$ cat config.mk
export PLATFORM = sky130hd
export DESIGN_NAME = ccta
export DESIGN_NICKNAME = d
export VERILOG_FILES = /design/src/rtl/ccta.sv
export SDC_FILE = /design/constraint.sdc
export NUM_CORES = 1
export LEC_CHECK = 0
export CAP_MARGIN = 20
export CORE_ASPECT_RATIO = 1.25
export CORE_UTILIZATION = 35
export DETAILED_ROUTE_END_ITERATION = 6
export PLACE_DENSITY = 0.67
export SLEW_MARGIN = 20
export SYNTH_ARGS = -nofsm -noshare
export SYNTH_HDL_FRONTEND = slang
export SYNTH_SLANG_ARGS = --single-unit
$ cat constraint.sdc
create_clock -name clk -period 0.8 [get_ports clk]
set_input_delay 0.16 -clock clk [delete_from_list [all_inputs] [get_ports clk]]
set_output_delay 0.16 -clock clk [all_outputs]
set_load 0.02 [all_outputs]
$ cat src/rtl/ccta.sv
// Registered conditional add/subtract stage: saturating A+B+C or clamped (A+B)-C.
// Optional input register stage under CCTA_INREG_EN (latency 2 instead of 1).
module ccta (
  input  logic       clk,
  input  logic       rst,
  input  logic [3:0] A,
  input  logic [3:0] B,
  input  logic [3:0] C,
  input  logic       ctrl,
  output logic [4:0] q
);

  localparam int unsigned OpW  = 4;
  localparam int unsigned SumW = 5;
  localparam int unsigned TotW = 6;
  localparam logic [SumW-1:0] SatMax = '1;

  logic [OpW-1:0]  op_a, op_b, op_c;
  logic            op_ctrl;
  logic [SumW-1:0] sum_c;
  logic [TotW-1:0] total_c;
  logic [SumW-1:0] q_d;
  logic [SumW-1:0] q_q;

`ifdef CCTA_INREG_EN
  logic [OpW-1:0] a_q, b_q, c_q;
  logic           ctrl_q;

  // Input capture stage; clears with the output so no stale operand survives reset.
  always_ff @(posedge clk or posedge rst) begin
    if (rst) begin
      a_q    <= '0;
      b_q    <= '0;
      c_q    <= '0;
      ctrl_q <= 1'b0;
    end else begin
      a_q    <= A;
      b_q    <= B;
      c_q    <= C;
      ctrl_q <= ctrl;
    end
  end

  assign op_a    = a_q;
  assign op_b    = b_q;
  assign op_c    = c_q;
  assign op_ctrl = ctrl_q;
`else
  assign op_a    = A;
  assign op_b    = B;
  assign op_c    = C;
  assign op_ctrl = ctrl;
`endif

  assign sum_c   = SumW'(op_a) + SumW'(op_b);
  assign total_c = TotW'(sum_c) + TotW'(op_c);

  // Widths are chosen so neither mode can wrap before the saturate/clamp decision.
  always_comb begin
    q_d = '0;
    if (op_ctrl) begin
      if (sum_c >= SumW'(op_c)) begin
        q_d = sum_c - SumW'(op_c);
      end
    end else begin
      if (total_c > TotW'(SatMax)) begin
        q_d = SatMax;
      end else begin
        q_d = total_c[SumW-1:0];
      end
    end
  end

  always_ff @(posedge clk or posedge rst) begin
    if (rst) begin
      q_q <= '0;
    end else begin
      q_q <= q_d;
    end
  end

  assign q = q_q;

endmodule

==> summary.txt <==
Setup path
  – Max stage delay on crit path: ~0.38 ns
  – Worst setup SP type: primary input
  – Crit path max-delay family: adder cells
  – CP max stage cell: fa_2
  – Worst path most repeated cell: ha_4
  – Data required, critical path: between 0.9 and 1 ns
  – Crit end category: flip-flop
  – CP Cell Sequence: buf_8 > ha_4 > inv_2 > fa_2 > xnor2_4 > ha_4 > nor3b_4 > nor3_2 > a22oi_1 > o32ai_1 > a31o_1
  – CP bufs+invs: 2
  – Crit-path max FO: 6
  – Crit path DAT: 2.05 ns
  – CP Class: in2reg

Cells and area
  – Final core utilization: a little under two thirds
  – Number of antenna diodes: 0
  – Share of cells above drive strength 1: 48.78%
  – Nets@finish: about 160
  – Area grow syn2layout: 70.78%
  – Filler Cell Count: 177
  – Largest register FFs: 5
  – Fin cells: around 140

Synthesis
  – Distinct cells, synth: 32
  – Synthesized instance count: 83
  – Yosys top cell area share: 21.70%
  – Post-Syn Nets: roughly 110
  – Synth Cell Area: between 700 and 800 um^2
  – Flops & latches, synth: 5
  – Post-synth top area cell: ha_1
  – Avg Cell Area, Syn: roughly 9 um^2
  – Sequential-to-total area share from yosys stat: 16.69%
  – Ranking of synthesized cells by area: ha_1 22%, dfrtp_1 17%, fa_1 8.0%
  – Synth Warn #: 0

Clocking
  – Hold-fix buffers, CTS: 0
  – Clock-pin slew on the worst setup and hold paths: around 0.040 ns
  – Clock sinks: 5
  – CTS buffer count: 3
  – CTS tree: done
  – Clk root buf: clkbuf_4
  – Clk buf depth: 2
  – H-tree levels: 1

STA
  – Tcrit/Tclk final: 239.6%
  – Setup TNS: -6.007 ns
  – Slew Viols, Final: 0
  – Max Freq: 0.5218 GHz
  – Count of final setup violators: 10
  – Rel. slew slack: between 80% and 90%
  – Crit path time final: 1.917 ns
  – RSZ-0062 raised after global routing: true
  – Worst slew pin tran: 0.2775 ns
  – Worst setup margin: -1.117 ns
  – Hold Fails Final Rpt: 0

Power and ir drop
  – Leakage power: just under 0.0006 uW
  – Maximum vdd ir drop: about 730 uV
  – Power Density: approximately 1700 nW/um^2

Floorplanning
  – Placeable Area: about 2000 um^2
  – Die area: 2332 um^2
  – Top-level I/O count: 20
  – Row count: 18
  – Initial Utilization: roughly 37%
  – Die span in y: roughly 54 um
  – Die X: between 40 and 50 um

Outcome
  – Status: complete, but fails checks
  – Failing checks: design-rule violations, negative setup slack

GRT
  – First-pass GRT wire length: about 3 mm
  – Number of global-route vias before repair: about 730
  – Pin count of the biggest net entering global routing: 9
  – Antenna violations before repair: 0
  – Grt total ovfl: 0
  – GRT Overall Usage: roughly 17%

Run
  – Max-Cap Viols: 0

Placed design
  – Port Buf Inserts: 19
  – GP Congestion: 0.7729
  – Placed wire-length estimate: about 1.5 mm
  – Placed insts: between 100 and 150

Detailed routing
  – First-pass DRT Iterations: 5
  – Vias: 736
  – DRT antenna net count: 0
  – Wire per inst: between 10 and 15 um
  – Drc violations: 6
  – Initial drt markers: 8
  – Via-to-Cell Ratio: about 5
  – Routed Wire Length: 1.826 mm

Hold path
  – Min-delay worst type: in2async
-- routing by layer --
layer | vias to the layer above | track usage [%] | routed length [um]
li1 | 367 | - | -
met1 | 342 | 15.09 | 617
met2 | 23 | 39.39 | 1109
met3 | 4 | 1.007 | 54
met4 | 0 | 7.813 | 44
met5 | - | 0 | 0
-- area by class of cell --
| class | instances | area, um^2 | share of cell area, % |
|---|---|---|---|
| flip-flops and latches | 5 | 125.1 | 9.775 |
| multi-input cells | 64 | 726.9 | 56.79 |
| clock buffers | 4 | 26.28 | 2.053 |
| repair buffers | 37 | 325.3 | 25.42 |
| inverters | 13 | 51.30 | 4.008 |
| well taps | 20 | 25.02 | 1.955 |
-- worst max-delay path by stage --
stage | depth (start not counted) | slack (ns) | start | endpoint
2_1_floorplan | 10 | -1.21 | A[0] | q[0]
3_3_place_gp | 10 | -1.85 | A[0] | q[2]
3_5_place_dp | 10 | -1.92 | A[0] | q[2]
4_1_cts | 10 | -1.18 | B[0] | q[1]
5_1_grt | 11 | -1.19 | B[0] | q[3]
6_report | 11 | -1.12 | B[0] | q[3]
-- metrics by stage --
step | instance area (um^2) | hold WS [ns] | worst slack, ns | power, uW
6_report | 1280 | 0.1062 | -1.117 | 2126
5_1_grt | 1280 | 0.1247 | -1.190 | 2264
4_1_cts | 1239 | 0.1119 | -1.184 | 2053
3_5_place_dp | 1149 | 0.3669 | -1.917 | 1646
3_3_place_gp | 1149 | 0.3664 | -1.854 | 1626
2_1_floorplan | 810.8 | -0.06148 | -1.213 | 1156
-- synthesized netlist by cell type --
| library cell | number |
|---|---|
| a22oi_1 | 1 |
| a21oi_4 | 1 |
| buf_2 | 1 |
| nor3b_2 | 1 |
| nor2b_2 | 1 |
| nor3_1 | 3 |
| a21o_1 | 1 |
| a21bo_4 | 1 |
| o21ai_1 | 1 |
| nor2b_1 | 3 |
| a221oi_2 | 1 |
| nor2_1 | 9 |
| xnor2_1 | 3 |
| nand4_1 | 1 |
| o32ai_1 | 1 |
| o21bai_1 | 2 |
| xor2_1 | 1 |
| a31oi_1 | 1 |
| nand2_1 | 2 |
| a311oi_2 | 1 |
| a211oi_1 | 1 |
| ha_1 | 13 |
| dfrtp_1 | 5 |
| o21ba_1 | 1 |
| o21ai_0 | 2 |
| fa_1 | 3 |
| inv_1 | 13 |
| a21oi_1 | 4 |
| o21a_1 | 2 |
| nand2b_4 | 1 |
| o31ai_2 | 1 |
| a31o_1 | 1 |
-- cell families after synthesis --
logic type	synth area share, %
AOI/OAI and AO/OA	26.21
xor gates and xnor gates	4.675
adders and majority gates	29.72
buffers and inverters	7.178
DFF	16.69
and+or+nand+nor	15.53
-- power breakdown --
part | switching [uW] | internal [uW]
clock | 109 | 189
sequential | 35.9 | 330
combinational | 674 | 788
-- repair_timing --
action,4_1_cts,5_1_grt
buffers inserted,0,1
hold endpoints to repair,0,0
endpoints found under the setup margin,10,10
pin swaps,15,5
resized for setup,61,7
-- cell usage in the layout, fill, tap and decap left out, types with 2 or more instances in the layout --
cell type,count
dfrtp_1,5
nand2_1,2
buf_4,18
inv_1,9
nor2b_1,2
a21oi_2,2
dlygate4sd2_1,2
a21oi_1,2
o21ai_0,2
clkbuf_4,3
buf_6,6
clkdlybuf4s50_1,8
fa_2,3
ha_1,6
o21bai_1,2
nor2_1,9
buf_2,2
o21a_1,2
inv_2,3
ha_4,7
nor3_1,2
Power figures use the tool's default switching activity.
